`src/rtl/router_pkg.sv`:
```
// Shared definitions for the router FIFO: default byte width and the
// header field layout (length in DATA_W-1:2, destination address in 1:0).
package router_pkg;

   localparam int unsigned DATA_W_DEF   = 8;
   localparam int unsigned HDR_LEN_LSB  = 2;
   localparam int unsigned HDR_ADDR_MSB = 1;
   localparam int unsigned HDR_ADDR_LSB = 0;

   // Header byte layout at the default width.
   typedef struct packed {
      logic [DATA_W_DEF-1:HDR_LEN_LSB]   len;
      logic [HDR_ADDR_MSB:HDR_ADDR_LSB]  addr;
   } hdr_t;

endpackage

```
`src/rtl/router_fifo_mem.sv`:
```
// Storage array for the router FIFO: one write port, one synchronous
// read port, no reset.
// Ports:
//   clk_i      - clock
//   wr_en_i    - write strobe
//   wr_addr_i  - write address
//   wr_data_i  - write data
//   rd_addr_i  - read address, sampled every clock
//   rd_data_o  - registered read data (write-first on address collision)
module router_fifo_mem #(
   parameter int unsigned WIDTH = 9,
   parameter int unsigned DEPTH = 16
) (
   input  logic                     clk_i,
   input  logic                     wr_en_i,
   input  logic [$clog2(DEPTH)-1:0] wr_addr_i,
   input  logic [WIDTH-1:0]         wr_data_i,
   input  logic [$clog2(DEPTH)-1:0] rd_addr_i,
   output logic [WIDTH-1:0]         rd_data_o
);

   logic [WIDTH-1:0] mem_q [DEPTH];
   logic [WIDTH-1:0] rd_data_q;

   // Write port plus synchronous read; a same-cycle write to the read
   // address is forwarded so the new head entry is visible immediately.
   always_ff @(posedge clk_i) begin
      if (wr_en_i) begin
         mem_q[wr_addr_i] <= wr_data_i;
      end
      if (wr_en_i && (wr_addr_i == rd_addr_i)) begin
         rd_data_q <= wr_data_i;
      end else begin
         rd_data_q <= mem_q[rd_addr_i];
      end
   end

   assign rd_data_o = rd_data_q;

endmodule

```
`src/rtl/router_fifo_pkt.sv`:
```
// Packet-aware router FIFO: stores data bytes tagged with a header flag,
// tracks packet length on the read side and flags header / final byte.
// Ports:
//   clk, resetn            - clock, async active-low reset
//   soft_reset             - synchronous flush (highest priority)
//   write_enb, read_enb    - write / read requests
//   lfd_state, data_in     - header marker and write byte
//   data_out, data_valid   - read byte and its valid strobe (1-cycle latency)
//   sop_out, eop_out       - read byte is header / final byte of packet
//   empty, full, almost_full, fill_level - occupancy
//   overflow, underflow    - sticky error flags
module router_fifo_pkt
   import router_pkg::*;
#(
   parameter int unsigned DATA_W   = DATA_W_DEF,
   parameter int unsigned DEPTH    = 16,
   parameter int unsigned AF_LEVEL = DEPTH - 2
) (
   input  logic                       clk,
   input  logic                       resetn,
   input  logic                       soft_reset,
   input  logic                       write_enb,
   input  logic                       read_enb,
   input  logic                       lfd_state,
   input  logic [DATA_W-1:0]          data_in,
   output logic [DATA_W-1:0]          data_out,
   output logic                       data_valid,
   output logic                       sop_out,
   output logic                       eop_out,
   output logic                       empty,
   output logic                       full,
   output logic                       almost_full,
   output logic [$clog2(DEPTH):0]     fill_level,
   output logic                       overflow,
   output logic                       underflow
);

   localparam int unsigned PTR_W  = $clog2(DEPTH);
   localparam int unsigned FILL_W = PTR_W + 1;
   localparam int unsigned LEN_W  = DATA_W - HDR_LEN_LSB;
   localparam int unsigned CNT_W  = LEN_W + 1;

   logic [PTR_W-1:0]  wr_ptr_q, wr_ptr_d;
   logic [PTR_W-1:0]  rd_ptr_q, rd_ptr_d;
   logic [FILL_W-1:0] fill_q, fill_d;
   logic              empty_q, empty_d;
   logic              full_q, full_d;
   logic              afull_q, afull_d;
   logic              ovf_q, ovf_d;
   logic              unf_q, unf_d;
   logic [CNT_W-1:0]  cnt_q, cnt_d;
   logic [DATA_W-1:0] dout_q, dout_d;
   logic              valid_q, valid_d;
   logic              sop_q, sop_d;
   logic              eop_q, eop_d;

   logic              wr_acc_c;
   logic              rd_acc_c;
   logic [DATA_W:0]   wr_word_c;
   logic [DATA_W:0]   head_word;
   logic [LEN_W-1:0]  hdr_len_c;

   // Accept logic; a flush cycle accepts nothing.
   assign rd_acc_c  = read_enb & ~empty_q & ~soft_reset;
   assign wr_acc_c  = write_enb & (~full_q | rd_acc_c) & ~soft_reset;
   assign wr_word_c = {lfd_state, data_in};
   assign hdr_len_c = head_word[DATA_W-1:HDR_LEN_LSB];

   // Storage always prefetches the entry at the next read pointer, so the
   // head entry is ready in a register on the edge that accepts a read.
   router_fifo_mem #(
      .WIDTH (DATA_W + 1),
      .DEPTH (DEPTH)
   ) u_mem (
      .clk_i     (clk),
      .wr_en_i   (wr_acc_c),
      .wr_addr_i (wr_ptr_q),
      .wr_data_i (wr_word_c),
      .rd_addr_i (rd_ptr_d),
      .rd_data_o (head_word)
   );

   // Pointers, occupancy and flags derived from the next fill level.
   always_comb begin
      wr_ptr_d = wr_ptr_q;
      rd_ptr_d = rd_ptr_q;
      fill_d   = fill_q;
      if (soft_reset) begin
         wr_ptr_d = '0;
         rd_ptr_d = '0;
         fill_d   = '0;
      end else begin
         if (wr_acc_c) wr_ptr_d = wr_ptr_q + PTR_W'(1);
         if (rd_acc_c) rd_ptr_d = rd_ptr_q + PTR_W'(1);
         case ({wr_acc_c, rd_acc_c})
            2'b10:   fill_d = fill_q + FILL_W'(1);
            2'b01:   fill_d = fill_q - FILL_W'(1);
            default: fill_d = fill_q;
         endcase
      end
      empty_d = (fill_d == '0);
      full_d  = (fill_d == FILL_W'(DEPTH));
      afull_d = (fill_d >= FILL_W'(AF_LEVEL));
   end

   // Sticky error flags, cleared only by a flush or reset.
   always_comb begin
      ovf_d = ovf_q;
      unf_d = unf_q;
      if (soft_reset) begin
         ovf_d = 1'b0;
         unf_d = 1'b0;
      end else begin
         if (write_enb && full_q && !rd_acc_c) ovf_d = 1'b1;
         if (read_enb && empty_q)              unf_d = 1'b1;
      end
   end

   // Read output stage and packet tracker. A header loads len+1 so the
   // count covers payload plus parity; the byte taking it 1->0 is the last.
   always_comb begin
      dout_d  = dout_q;
      valid_d = 1'b0;
      sop_d   = 1'b0;
      eop_d   = 1'b0;
      cnt_d   = cnt_q;
      if (soft_reset) begin
         dout_d = '0;
         cnt_d  = '0;
      end else if (rd_acc_c) begin
         dout_d  = head_word[DATA_W-1:0];
         valid_d = 1'b1;
         sop_d   = head_word[DATA_W];
         if (head_word[DATA_W]) begin
            cnt_d = CNT_W'(hdr_len_c) + CNT_W'(1);
         end else if (cnt_q != '0) begin
            cnt_d = cnt_q - CNT_W'(1);
            eop_d = (cnt_q == CNT_W'(1));
         end
      end
   end

   // State registers.
   always_ff @(posedge clk or negedge resetn) begin
      if (!resetn) begin
         wr_ptr_q <= '0;
         rd_ptr_q <= '0;
         fill_q   <= '0;
         empty_q  <= 1'b1;
         full_q   <= 1'b0;
         afull_q  <= 1'b0;
         ovf_q    <= 1'b0;
         unf_q    <= 1'b0;
         cnt_q    <= '0;
         dout_q   <= '0;
         valid_q  <= 1'b0;
         sop_q    <= 1'b0;
         eop_q    <= 1'b0;
      end else begin
         wr_ptr_q <= wr_ptr_d;
         rd_ptr_q <= rd_ptr_d;
         fill_q   <= fill_d;
         empty_q  <= empty_d;
         full_q   <= full_d;
         afull_q  <= afull_d;
         ovf_q    <= ovf_d;
         unf_q    <= unf_d;
         cnt_q    <= cnt_d;
         dout_q   <= dout_d;
         valid_q  <= valid_d;
         sop_q    <= sop_d;
         eop_q    <= eop_d;
      end
   end

   assign data_out    = dout_q;
   assign data_valid  = valid_q;
   assign sop_out     = sop_q;
   assign eop_out     = eop_q;
   assign empty       = empty_q;
   assign full        = full_q;
   assign almost_full = afull_q;
   assign fill_level  = fill_q;
   assign overflow    = ovf_q;
   assign underflow   = unf_q;

endmodule

```
`config.mk`:
```
export PLATFORM = sky130hd
export DESIGN_NAME = router_fifo_pkt
export DESIGN_NICKNAME = d
export VERILOG_FILES = /design/src/rtl/router_pkg.sv /design/src/rtl/router_fifo_mem.sv /design/src/rtl/router_fifo_pkt.sv
export SDC_FILE = /design/constraint.sdc
export NUM_CORES = 1
export LEC_CHECK = 0
export ABC_CLOCK_PERIOD_IN_PS = 3600
export CAP_MARGIN = 20
export CELL_PAD_IN_SITES_DETAIL_PLACEMENT = 1
export CELL_PAD_IN_SITES_GLOBAL_PLACEMENT = 2
export CORE_MARGIN = 4
export CORE_UTILIZATION = 38
export DETAILED_ROUTE_END_ITERATION = 12
export PLACE_DENSITY_LB_ADDON = 0.1
export SYNTH_ARGS = -nofsm -noshare
export SYNTH_HDL_FRONTEND = slang
export SYNTH_HIERARCHICAL = 1
export SYNTH_SLANG_ARGS = --single-unit
```
`constraint.sdc`:
```
create_clock -name clk -period 3.6 [get_ports clk]
set_clock_uncertainty 0.05 [all_clocks]
set_input_delay 0.72 -clock clk [delete_from_list [all_inputs] [get_ports clk]]
set_output_delay 0.72 -clock clk [all_outputs]
set_load 0.05 [all_outputs]
```
# [Word-level counts from Yosys, hierarchy flattened]
# Memory sizes are Yosys's and may differ from the RTL's. A register that Yosys moved wholly into a read port is not among the register bits.
# Index checks and enable logic that the tools add are counted.
[totals] register_bits=36 ram_bits=144 elab_cells=71 input_bits=14 memories=1
[classes] n_reduce_logical=12 muxes=26 bitwise_logic=8 order_cmp=1 addsub=6 eq_ne=4
[memory_table] memory="u_mem.mem_q" depth=16 width=9 rd=1 rd_ports_with_merged_regs=1 wr=1 line_no="router_fifo_mem.sv:22" source="logic [WIDTH-1:0] mem_q [DEPTH];"
[op_table] cell="7-bit 2-to-1 mux" n=4
[op_table] cell="4-bit 2-to-1 mux" n=4
[op_table] cell="8-bit 2-to-1 mux" n=2
[op_table] cell="1-bit 2-to-1 mux" n=14
[op_table] cell="5-bit case mux with 2 select lines" n=1
[op_table] cell="4-bit by 1-bit adder with 4-bit output (second input constant)" n=2
[op_table] cell="2-bit nonzero test" n=4
[op_table] cell="6-bit by 1-bit adder with 7-bit output (second input constant)" n=1
[op_table] cell="7-bit by 1-bit == test with 1-bit output (second input constant)" n=1
[op_table] cell="7-bit nonzero test" n=1
[op_table] cell="7-bit by 1-bit subtractor with 7-bit output (second input constant)" n=1
[op_table] cell="5-bit by 1-bit adder with 5-bit output (second input constant)" n=1
[op_table] cell="5-bit == test (second input constant)" n=1
[op_table] cell="5-bit by 4-bit >= comparator with 1-bit output (second input constant)" n=1
[op_table] cell="5-bit zero test" n=1
[op_table] cell="5-bit 2-to-1 mux" n=1
[op_table] cell="5-bit by 1-bit subtractor with 5-bit output (second input constant)" n=1
[op_table] cell="1-bit AND" n=4
[op_table] cell="1-bit logical AND" n=3
[op_table] cell="1-bit NOT" n=3
[op_table] cell="3-bit nonzero test" n=1
[op_table] cell="2-bit by 1-bit == test with 1-bit output (second input constant)" n=1
[op_table] cell="2-bit == test (second input constant)" n=1
[op_table] cell="2-bit AND reduction" n=1
[op_table] cell="other kinds (2)" n=2

# [Depth between registers and ports, before layout]
[depth] word_depth=10 depth_mapped=13 mapped_depth_nobuf=12

# [Cells and area by module]
# The synthesis kept the hierarchy.
[by_module_without_submodules] mod="router_fifo_mem" area_each_um2=5680.4 seq_area_each_um2=4404.2 cells_per_inst=249 n_inst=1
[by_module_without_submodules] mod="router_fifo_pkt" area_each_um2=1919.3 seq_area_each_um2=902.1 cells_per_inst=199 n_inst=1

# [Worst setup path before layout]
# OpenSTA, ideal clock, no wires.
[synth_timing] path_type="input to register" from="input soft_reset" to="register full_q, in the netlist full" stages=13 path_buffers=1 arrival_time_ps=3053 path_slack_ps=377 setup_ps=120 path_cell_list="nor3b_2 o21a_1 nand2b_1 ha_1 buf_2 xor2_1 ha_1 or3b_1 a32oi_1 xor2_1 or2_1 inv_2 and4_1"
[synth_via] elab_chain_cells=9 elab_cells_between_ends=10 classes_between="eq/ne: 3; mux: 2; bitwise: 5"
[synth_lines] element="start: declaration" line_no="router_fifo_pkt.sv:21" source="input logic soft_reset,"
[synth_lines] element="1-bit NOT" line_no="router_fifo_pkt.sv:64, router_fifo_pkt.sv:65"
[synth_lines] element="1-bit AND" line_no="router_fifo_pkt.sv:64" source="assign rd_acc_c = read_enb & ~empty_q & ~soft_reset;"
[synth_lines] element="1-bit OR" line_no="router_fifo_pkt.sv:65" source="assign wr_acc_c = write_enb & (~full_q | rd_acc_c) & ~soft_reset;"
[synth_lines] element="1-bit AND (2 in series)" line_no="router_fifo_pkt.sv:65"
[synth_lines] element="2-bit by 1-bit == test with 1-bit output / 2-bit == test (equally long branches)" line_no="router_fifo_pkt.sv:95" source="case ({wr_acc_c, rd_acc_c})"
[synth_lines] element="5-bit case mux with 2 select lines" line_no="router_fifo_pkt.sv:95"
[synth_lines] element="5-bit 2-to-1 mux (*)" line_no="router_fifo_pkt.sv:88" source="if (soft_reset) begin"
[synth_lines] element="named net fill_d[4]" line_no="router_fifo_pkt.sv:45" source="logic [FILL_W-1:0] fill_q, fill_d;"
[synth_lines] element="5-bit == test (*)" line_no="router_fifo_pkt.sv:102" source="full_d = (fill_d == FILL_W'(DEPTH));"
[synth_lines] element="named net full_d" line_no="router_fifo_pkt.sv:47" source="logic full_q, full_d;"
[synth_lines] element="end signal: assignment" line_no="router_fifo_pkt.sv:164" source="full_q <= full_d;"
[synth_lines] element="end: declaration" line_no="router_fifo_pkt.sv:47"
# The timed path passes the listed nets; every way through them passes the cells marked *.
# A chain may end at the register's enable or synchronous reset.

# [Worst setup path after layout]
[layout_timing] from="input read_enb" to="register full_q, in the netlist full"
[layout_via] elab_chain_cells=9 elab_cells_between_ends=10 classes_between="eq/ne: 3; mux: 2; bitwise: 5"
[layout_lines] element="start: declaration" line_no="router_fifo_pkt.sv:23" source="input logic read_enb,"
[layout_lines] element="1-bit AND (*) (2 in series)" line_no="router_fifo_pkt.sv:64"
[layout_lines] element="1-bit OR" line_no="router_fifo_pkt.sv:65"
[layout_lines] element="1-bit AND (2 in series)" line_no="router_fifo_pkt.sv:65"
[layout_lines] element="2-bit by 1-bit == test with 1-bit output / 2-bit == test (equally long branches)" line_no="router_fifo_pkt.sv:95"
[layout_lines] element="5-bit case mux with 2 select lines (*)" line_no="router_fifo_pkt.sv:95"
[layout_lines] element="5-bit 2-to-1 mux (*)" line_no="router_fifo_pkt.sv:88"
[layout_lines] element="named net fill_d[4]" line_no="router_fifo_pkt.sv:45"
[layout_lines] element="5-bit == test (*)" line_no="router_fifo_pkt.sv:102"
[layout_lines] element="named net full_d" line_no="router_fifo_pkt.sv:47"
# Marks and branches as above.

==> results.cfg <==
[logic_synthesis]
yosysMostFrequentCell = edfxtp_1
synth-edff-count = 144
yosys.area.top_type = edfxtp_1
syn-num-nets = 471
yosysWarnings = 6
synth_common_cells = 144 x edfxtp_1, 39 x nand2_1, 35 x dfrtp_1
async_flop_share_pct = 19.6
ys.flop_type = edfxtp_1
ys_ff_latch = 184
synth_cells = 448
ys_types = 54
yosysSeqAreaShare_pct = 69.8
yosys.area.top_type_share_pct = 56.9
syn_area_um2 = 7600
netlist_top_cells_area = edfxtp_1 57%, dfrtp_1 12%, mux4_2 6.2%, mux4_1 5.2%, nand2_1 1.9%
syn_avg_cell_area_um2 = 17.0

[final_layout]
nets = 530
drive_gt1_share_pct = 16.9
fillers = 1922
multi_input_area_um2 = 2110
area_growth_syn_to_layout_pct = 17.3
num_antenna_cells = 0
final_core_util_pct = 45.5
final-seq-area_um2 = 5310

[grt]
grt_pass1_vias = 4455
antenna_found_initial = 0
overflow = 0
grt_max_degree = 37
track_usage_pct = 16.0
grt_pass1_wl_mm = 26.4

[worst_hold_path]
min-delay-path-class = primary input to async pin

[worst_setup_path]
cp-end-kind = register
worstPathMaxFanout = 3
crit_type = primary input to register
worstRegToRegCells = 9
crit_required_ns = 3.87
startpoint_type = primary input
worst-endpoint-arrival_ns = 3.44

[route]
drtAntennaViolNets = 0
via_per_inst = 5.20
routed_wl_mm = 16.6
drt_iter0_markers = 176
dr.pass1.iters = 4
remaining_drc_errors = 0
routed-via-count = 4084
routedWlPerCell_um = 21.2

[floorplan]
die_y_um = 149
rows = 51
die-area_um2 = 22300
core_region_area_um2 = 19600
dieWidth_um = 149
initial_core_util_pct = 38.8
ios = 35

[power_and_ir_drop]
power_mw = 4.59
p_leak_nw = 3.10
ir_worst_vdd_mv = 0.302
p_per_area_nw_per_um2 = 515

[sta]
clock.fmax_mhz = 316
finalCritPeriodShare_pct = 88.0
grt_setup_unrepaired = no
maxSlewHeadroom_pct = 44.1
hold_viol_final = 0
tns_ns = 0
hold_slack_ns = 0.339
worstMarginPinSlew_ns = 0.838
slew_violations = 0
finalSetupViolCount = 0
layout_min_cycle_time_ns = 3.17

[clocking]
cts_made_buffers = 17
cts_tree = built
clock_sinks = 184
cts_max_level = 4
clock_path_buffers = 2
clk_pin_slew_ns = 0.07
clock_latency_ns = 0.43
post_cts_resized = 0
clockRootBuffer = clkbuf_16
ctsHoldBuffers = 0
post-cts-setup-buffers = 0

[place]
gp_congestion = 0.722
port-buffer-count = 34
dp_hpwl_mm = 10.8

[run]
maxCapViolCount = 0

[status]
status = complete, no violations
through the flow:
stage / instances / worst slack (ns) / cell area (µm²)
detailed placement: 753 / -0.00554 / 8350
finish: 785 / 0.431 / 8910
floorplan: 448 / 0.377 / 7600
global placement: 753 / 0.0855 / 8350
CTS: 785 / 0.412 / 8910
global route: 785 / 0.183 / 8910
cells by family (layout without fill, tap and decap cells):
group | Yosys count | in the layout | synth area share (%)
buf+inv | 29 | 101 | 2.42
mux | 39 | 39 | 11.8
compound gates | 56 | 56 | 4.97
fa+ha+maj | 9 | 9 | 1.48
xor+xnor | 21 | 21 | 2.42
flops | 184 | 184 | 69.8
simple gates | 110 | 110 | 7.08
metal layers:
metal	routed length [µm]	global-route usage, %
met1	7440	21.1
met2	8450	27.2
met3	568	3.18
met4	188	4.53
met5	0	0
area by class of cell:
cell class,instances,share of cell area [%]
Clock inverter,14,1.49
Sequential cell,184,59.6
Inverter,6,0.253
Tap cell,265,3.72
Multi-Input combinational cell,235,23.7
Timing Repair Buffer,63,6.49
Clock buffer,18,4.82
final timing paths:
kind	startpoint	endpoint	slack, ns
worst max-delay path	read_enb	full	0.43
worst min-delay path	resetn	fill_level[2]	0.34
worst max register to register	register	cnt_q[5]	0.64
worst min register to register	overflow	overflow	0.46
max in group asynchronous	resetn	eop_out	2.62
min in group clk	overflow	overflow	0.46
worst max-delay path, stage by stage:
cell and delay, ns:
clkdlybuf4s50_1 0.47, nor3b_2 0.19, o21a_1 0.16, nand2b_1 0.11, ha_1 0.25, xor2_1 0.17, ha_1 0.20, or3b_1 0.35
a32oi_1 0.24, xor2_1 0.21, or2_1 0.16, inv_2 0.04, and4_1 0.17
layout by cell type (no fill, tap or decap), types with 7 or more instances in the layout:
| master | count |
|---|---|
| inv_6 | 7 |
| mux4_2 | 21 |
| a22oi_1 | 18 |
| o21ai_0 | 7 |
| nor2_1 | 31 |
| nand2_1 | 39 |
| a21oi_1 | 14 |
| a22o_1 | 7 |
| clkdlybuf4s50_1 | 33 |
| clkbuf_16 | 17 |
| xor2_1 | 11 |
| ha_1 | 9 |
| buf_4 | 27 |
| edfxtp_1 | 144 |
| dfrtp_1 | 35 |
| mux4_1 | 15 |
| xnor2_1 | 10 |
sequential cells by signal (all words and copies together) (netlist names), 4 cells and up, named ones only:
signal / flops
cnt_q: 7
data_out: 8
fill_level: 5
rd_ptr_q: 4
u_mem/mem_q: 144
wr_ptr_q: 4
power by group:
part	switching (mW)	internal, mW
Combinational	0.258	0.193
Sequential	0.0451	2.33
Clock	0.848	0.916
Total	1.15	3.44
(Power assumes the default switching activity.)
